File: src/rtl/br_pkg.sv
// Shared definitions for the branch controller: funct3 encodings, FSM states and the
// default flush length.
package br_pkg;

   localparam logic [2:0] F3Beq  = 3'b000;
   localparam logic [2:0] F3Bne  = 3'b001;
   localparam logic [2:0] F3Blt  = 3'b100;
   localparam logic [2:0] F3Bge  = 3'b101;
   localparam logic [2:0] F3Bltu = 3'b110;
   localparam logic [2:0] F3Bgeu = 3'b111;

   localparam int unsigned FlushCyclesDefault = 2;

   typedef enum logic [1:0] {
      StIdle  = 2'd0,
      StEval  = 2'd1,
      StFlush = 2'd2
   } state_e;

endpackage

File: src/rtl/br_cond_eval.sv
// Combinational branch condition evaluator; funct3 010/011 flag illegal and resolve
// as not-taken.
module br_cond_eval
   import br_pkg::*;
(
   input  logic [2:0]  funct3,
   input  logic [31:0] RD1,
   input  logic [31:0] RD2,
   output logic        cond,
   output logic        illegal
);

   always_comb begin
      cond    = 1'b0;
      illegal = 1'b0;
      case (funct3)
         F3Beq:   cond = (RD1 == RD2);
         F3Bne:   cond = (RD1 != RD2);
         F3Blt:   cond = ($signed(RD1) < $signed(RD2));
         F3Bge:   cond = ($signed(RD1) >= $signed(RD2));
         F3Bltu:  cond = (RD1 < RD2);
         F3Bgeu:  cond = (RD1 >= RD2);
         default: illegal = 1'b1;
      endcase
   end

endmodule

File: src/rtl/branch_ctrl.sv
// Branch resolution controller: IDLE -> EVAL -> (FLUSH) -> IDLE with registered outputs.
// Optional statistics counters are enabled by defining BRANCH_CTRL_STATS_EN.
module branch_ctrl
   import br_pkg::*;
#(
   parameter int unsigned FLUSH_CYCLES = FlushCyclesDefault
) (
   input  logic        clk,
   input  logic        rst,
   input  logic        br_valid,
   output logic        br_ready,
   input  logic [2:0]  funct3,
   input  logic [31:0] RD1,
   input  logic [31:0] RD2,
   input  logic [31:0] PC,
   input  logic [31:0] Imm,
   output logic        done,
   output logic        taken,
   output logic [31:0] target,
   output logic        redirect,
   output logic        flush,
   output logic        illegal,
   output logic [31:0] br_count,
   output logic [31:0] taken_count
);

   localparam logic [3:0] FlushLoad = 4'(FLUSH_CYCLES);

   state_e      state_q, state_d;
   logic [2:0]  f3_q, f3_d;
   logic [31:0] rd1_q, rd1_d, rd2_q, rd2_d, pc_q, pc_d, imm_q, imm_d;
   logic [3:0]  cnt_q, cnt_d;
   logic        ready_q, ready_d;
   logic        done_q, done_d;
   logic        taken_q, taken_d;
   logic        redirect_q, redirect_d;
   logic        flush_q, flush_d;
   logic        illegal_q, illegal_d;
   logic [31:0] target_q, target_d;
   logic        cond, cond_illegal;
   logic [31:0] sum;

   br_cond_eval u_cond (
      .funct3  (f3_q),
      .RD1     (rd1_q),
      .RD2     (rd2_q),
      .cond    (cond),
      .illegal (cond_illegal)
   );

   assign sum = pc_q + imm_q;

   always_comb begin
      state_d    = state_q;
      f3_d       = f3_q;
      rd1_d      = rd1_q;
      rd2_d      = rd2_q;
      pc_d       = pc_q;
      imm_d      = imm_q;
      cnt_d      = cnt_q;
      ready_d    = ready_q;
      done_d     = 1'b0;
      taken_d    = 1'b0;
      redirect_d = 1'b0;
      illegal_d  = 1'b0;
      flush_d    = flush_q;
      target_d   = target_q;
      case (state_q)
         StIdle: begin
            if (br_valid) begin
               f3_d    = funct3;
               rd1_d   = RD1;
               rd2_d   = RD2;
               pc_d    = PC;
               imm_d   = Imm;
               ready_d = 1'b0;
               state_d = StEval;
            end
         end
         StEval: begin
            done_d    = 1'b1;
            taken_d   = cond;
            illegal_d = cond_illegal;
            if (cond) begin
               redirect_d = 1'b1;
               target_d   = {sum[31:1], 1'b0};
               flush_d    = 1'b1;
               cnt_d      = FlushLoad;
               state_d    = StFlush;
            end else begin
               ready_d = 1'b1;
               state_d = StIdle;
            end
         end
         StFlush: begin
            // Last flush cycle: drop flush and reopen the handshake on the same edge.
            if (cnt_q <= 4'd1) begin
               flush_d = 1'b0;
               ready_d = 1'b1;
               cnt_d   = 4'd0;
               state_d = StIdle;
            end else begin
               cnt_d = cnt_q - 4'd1;
            end
         end
         default: begin
            flush_d = 1'b0;
            ready_d = 1'b1;
            state_d = StIdle;
         end
      endcase
   end

   always_ff @(posedge clk or posedge rst) begin
      if (rst) begin
         state_q    <= StIdle;
         f3_q       <= 3'd0;
         rd1_q      <= 32'd0;
         rd2_q      <= 32'd0;
         pc_q       <= 32'd0;
         imm_q      <= 32'd0;
         cnt_q      <= 4'd0;
         ready_q    <= 1'b1;
         done_q     <= 1'b0;
         taken_q    <= 1'b0;
         redirect_q <= 1'b0;
         flush_q    <= 1'b0;
         illegal_q  <= 1'b0;
         target_q   <= 32'd0;
      end else begin
         state_q    <= state_d;
         f3_q       <= f3_d;
         rd1_q      <= rd1_d;
         rd2_q      <= rd2_d;
         pc_q       <= pc_d;
         imm_q      <= imm_d;
         cnt_q      <= cnt_d;
         ready_q    <= ready_d;
         done_q     <= done_d;
         taken_q    <= taken_d;
         redirect_q <= redirect_d;
         flush_q    <= flush_d;
         illegal_q  <= illegal_d;
         target_q   <= target_d;
      end
   end

   assign br_ready = ready_q;
   assign done     = done_q;
   assign taken    = taken_q;
   assign redirect = redirect_q;
   assign flush    = flush_q;
   assign illegal  = illegal_q;
   assign target   = target_q;

`ifdef BRANCH_CTRL_STATS_EN
   logic [31:0] br_cnt_q, tk_cnt_q;

   // Counted on the edge that raises done, so the counts track the visible pulse.
   always_ff @(posedge clk or posedge rst) begin
      if (rst) begin
         br_cnt_q <= 32'd0;
         tk_cnt_q <= 32'd0;
      end else begin
         if (done_d) br_cnt_q <= br_cnt_q + 32'd1;
         if (done_d && taken_d) tk_cnt_q <= tk_cnt_q + 32'd1;
      end
   end

   assign br_count    = br_cnt_q;
   assign taken_count = tk_cnt_q;
`else
   assign br_count    = 32'd0;
   assign taken_count = 32'd0;
`endif

endmodule

File: config.mk
export PLATFORM = sky130hd
export DESIGN_NAME = branch_ctrl
export DESIGN_NICKNAME = d
export VERILOG_FILES = /design/src/rtl/br_pkg.sv /design/src/rtl/br_cond_eval.sv /design/src/rtl/branch_ctrl.sv
export SDC_FILE = /design/constraint.sdc
export NUM_CORES = 1
export LEC_CHECK = 0
export ABC_CLOCK_PERIOD_IN_PS = 7000
export CAP_MARGIN = 5
export CORE_UTILIZATION = 30
export DETAILED_ROUTE_END_ITERATION = 6
export GPL_TIMING_DRIVEN = 0
export PLACE_DENSITY = 0.54
export SYNTH_ARGS = -nofsm -noshare
export SYNTH_HDL_FRONTEND = slang
export SYNTH_HIERARCHICAL = 1
export SYNTH_SLANG_ARGS = --single-unit
File: constraint.sdc
create_clock -name clk -period 7 [get_ports clk]
set_clock_uncertainty 0.15 [all_clocks]
set_input_delay 1.05 -clock clk [delete_from_list [all_inputs] [get_ports clk]]
set_output_delay 1.05 -clock clk [all_outputs]
set_load 0.005 [all_outputs]
==> metrics.md <==
| Metric | Value |
|---|---|
| Share of cells above drive strength 1 | `between 20% and 30%` |
| Max-slew headroom | `52.8%` |
| Final WL | `23.6 mm` |
| Worst-Margin Slew | `around 0.7 ns` |
| Starting Density | `30.4%` |
| Clock share of power | `17.3%` |
| Max cap viols | `0` |
| Htree depth | `4` |
| Post-CTS Resized | `0` |
| Top FF cell, synth | `dfrtp_1` |
| Tcrit/Tclk final | `55.9%` |
| Dpl hpwl | `17.9 mm` |
| Sw Share | `40.0%` |
| RSZ-0062 raised after global routing | `false` |
| CP Launch Type | `flip-flop` |
| IO Port Bufs | `170` |
| Post-Place Worst Slack | `3.14 ns` |
| Hold Crit Class | `flip-flop to flip-flop` |
| YS warnings | `6` |
| Post-Syn Area | `9580 um2` |
| Syn Area/Cell | `11.0 um2` |
| Result of the run | `completed` |
| Core Area | `31500 um2` |
| Reg-to-reg slack, setup | `3.09 ns` |
| Xor/xnor share of the synthesized area | `under 10%` |
| Wire length per cell | `between 15 and 20 um` |
| Post-CTS Repair Setup Buffers | `0` |
| Max IR drop VDD | `0.158 mV` |
| CTS tree | `yes` |
| Total track usage | `14.9%` |
| Post-synth cell types | `66` |
| Die X | `roughly 180 um` |
| CTS root buffer | `clkbuf_16` |
| Post-synthesis mux area share | `15.6%` |
| Complex-gate fraction of the synthesized area | `10.9%` |
| Post-synthesis sequential area ratio | `45.2%` |
| Clk buf depth | `2` |
| Simple-Gate Fraction of Synth Area | `9.06%` |
| CP peak stage delay | `0.68 ns` |
| First-pass GRT wire length | `38.1 mm` |
| Layout overhead on the synthesized area | `32.1%` |
| Hold Fails Final Rpt | `0` |
| Vias per cell | `4.60` |
| Setup-failing EPs final | `0` |
| CP endpoint kind | `flip-flop` |
| Psw | `2.23 mW` |
| Top fanout value on the critical path | `10` |
| Area of the multi-input gates | `4690 um2` |
| Post-synth EDFFs | `0` |
| Adder-cell share of the synthesized area | `under 10%` |
| Register area | `4330 um2` |
| CP delay by family, top | `simple AND/OR/NAND/NOR gates` |
| Num ports | `236` |
| Die height | `about 180 um` |
| # DRC | `0` |
| Vias in the first global route | `6844` |
| WP buf/inv | `2` |
| Post-Syn Instances | `867` |
| DR iter-0 viols | `289` |
| Largest net degree at the start of global routing | `123` |
| # fillers | `between 3000 and 4000` |
| Worst path slowest cell | `nor4_1` |
| Internal power | `3.35 mW` |
| Crit-path cells | `ha_1 -> nand4_1 -> nor4_1 -> a311oi_1 -> a211o_2 -> nor3_2 -> nand2_1 -> inv_1 -> clkbuf_1 -> o211ai_1 -> o21ai_0 -> nand3_1` |
| Gr ovfl total | `0` |
| Initial antenna violation count | `1` |
| Worst-path clk slew | `0.07 ns` |
| Final net count | `1320` |
| Max Freq | `0.256 GHz` |
| FFs w/ async S/R, synth | `100%` |
| Crit path arrival time | `4.05 ns` |
| Main combinational cell family by area after synthesis | `multiplexers` |
| #FFs+latches synth | `about 170` |
| Slew Limit Fails | `0` |
| CP required | `approximately 7.1 ns` |
| Clk Latency, worst-skew pair | `0.43 ns` |
| Vias | `7076` |
| Part of the power in registers | `30.8%` |
| PD cells | `441 nW/um2` |
| Gate power share | `51.9%` |
| TritonCTS Buffers | `17` |
| Final GP Congestion | `0.826` |
| Post-DRT Antenna Nets | `0` |
| Total power | `5.59 mW` |
| WHS | `~0.34 ns` |
| CTS Hold Buffers Added | `0` |
| P_leak | `5.70 nW` |
| Worst Setup Slack, final | `3.09 ns` |
| First-pass detailed-route iteration total | `5` |
| WS Path Type | `flip-flop to flip-flop` |
| Die Area | `around 33000 um2` |
| CTS Sinks | `173` |
| Final worst path period need | `3.91 ns` |
| Row cnt | `65` |
[synthesized netlist by cell type, types with 2 or more instances]
cell type  number  area (um2)
nor3b_1         2        15.0
o21ai_1         4        20.0
xnor2_1        12         105
nand3_1        22         110
buf_2          10        50.1
a21boi_0        4        30.0
a31o_2          3        26.3
nand3b_1        3        22.5
nand2_1        62         233
clkbuf_1       16        60.1
xor2_1         13         114
buf_4          69         518
nor2_1         25        93.8
a211o_1         3        26.3
a21oi_1        43         215
o211ai_1        3        22.5
a21o_1         14         105
ha_1           64         801
nor4_1          3        18.8
o31a_1          2        17.5
o21a_1          3        22.5
a31oi_1         7        43.8
and3_1          8        50.1
mux2i_1         2        20.0
a22oi_1         2        15.0
dfrtp_1       172        4300
nor3_1          8        40.0
nand2b_1        3        18.8
a211oi_1        5        37.5
nand4_1        15        93.8
mux2_2        131        1480
nor2b_1         5        31.3
and2_1          9        56.3
o21ai_0        40         200
o311a_1         3        30.0
inv_1          46         173
a311oi_1        2        17.5
[metrics by stage]
stage	area, um2	util (%)	instances	TNS, ns
after floorplan	9820	-	931	0
after global placement	12000	38.2	1503	-287.66
after detailed placement	12100	38.3	1504	0
after CTS	12700	40.2	1536	0
after global routing	12700	40.2	1537	0
final	12700	40.2	1537	0
[registers in the layout (all words and copies together) (netlist names)]
| register | cells |
|---|---|
| rd1_q | 32 |
| flush | 1 |
| state_q | 2 |
| rd2_q | 32 |
| illegal | 1 |
| done | 1 |
| redirect | 1 |
| br_ready | 1 |
| imm_q | 32 |
| cnt_q | 4 |
| pc_q | 32 |
| f3_q | 3 |
| target | 31 |
[worst paths after layout]
| path | startpoint | endpoint | cells past startpoint |
|---|---|---|---|
| worst max-delay path | rd1_q[14] | target[29] | 12 |
| worst min-delay path | target[24] | target[24] | 2 |
| worst max register to register | rd1_q[14] | target[29] | 12 |
| worst min register to register | target[24] | target[24] | 2 |
| max in group asynchronous | rst | target[21] | 3 |
| min in group asynchronous | rst | rd2_q[17] | 2 |
[cell families (layout without fill, tap and decap cells)]
logic type | after synthesis | in the layout
AND/OR/NAND/NOR | 172 | 172
multiplexers | 133 | 133
other | 1 | 66
XOR/XNOR | 25 | 25
buffers and inverters | 141 | 344
AO/OA/AOI/OAI | 157 | 157
adder cells (fa/ha/maj) | 65 | 65
flip-flops | 173 | 173
[cells in the final DEF (no fill, tap or decap), types with 12 or more instances in the layout]
| cell | Yosys | final |
|---|---|---|
| ha_1 | 64 | 64 |
| a21oi_1 | 43 | 43 |
| buf_4 | 69 | 69 |
| xnor2_1 | 12 | 12 |
| nor2_1 | 25 | 25 |
| nand2_1 | 62 | 62 |
| dfrtp_1 | 172 | 172 |
| clkbuf_16 | 0 | 17 |
| nand4_1 | 15 | 15 |
| clkdlybuf4s50_1 | 0 | 170 |
| mux2_2 | 131 | 131 |
| o21ai_0 | 40 | 40 |
| xor2_1 | 13 | 13 |
| inv_1 | 46 | 45 |
| clkbuf_1 | 16 | 17 |
| a21o_1 | 14 | 14 |
| conb_1 | 1 | 65 |
| nand3_1 | 22 | 22 |
[metal layers]
layer  routed length (um)  track usage [%]  vias up
li1                     -                -     3472
met1                11500             20.5     3433
met2                11200             24.3      164
met3                  727             2.30        7
met4                  178             3.79        0
met5                    0                0        -
[tightest hold or removal path, cell delays in order (launching register included)]
cell and delay (ns):
dfrtp_1 0.35, nand2_1 0.05, nand3_1 0.06
[power by group through the flow]
stage	combinational, mW	clock, mW	sequential (mW)
global placement	2.85	0	1.74
floorplan	2.09	0	1.66
finish	2.90	0.969	1.72
global route	3.25	1.04	1.79
detailed placement	2.89	0	1.74
CTS	2.91	1.00	1.73
[cell type report]
class / count / share of cell area (%)
diodes: 1 / 0.0198
plain buffers: 95 / 4.96
clock buffers: 19 / 3.50
clock inverters: 13 / 1.18
inverters: 46 / 1.42
multi-input cells: 617 / 37.1
flip-flops and latches: 173 / 34.2
well taps: 402 / 3.98
repair buffers: 171 / 13.7
No activity file was read; power rests on OpenSTA's default activity.
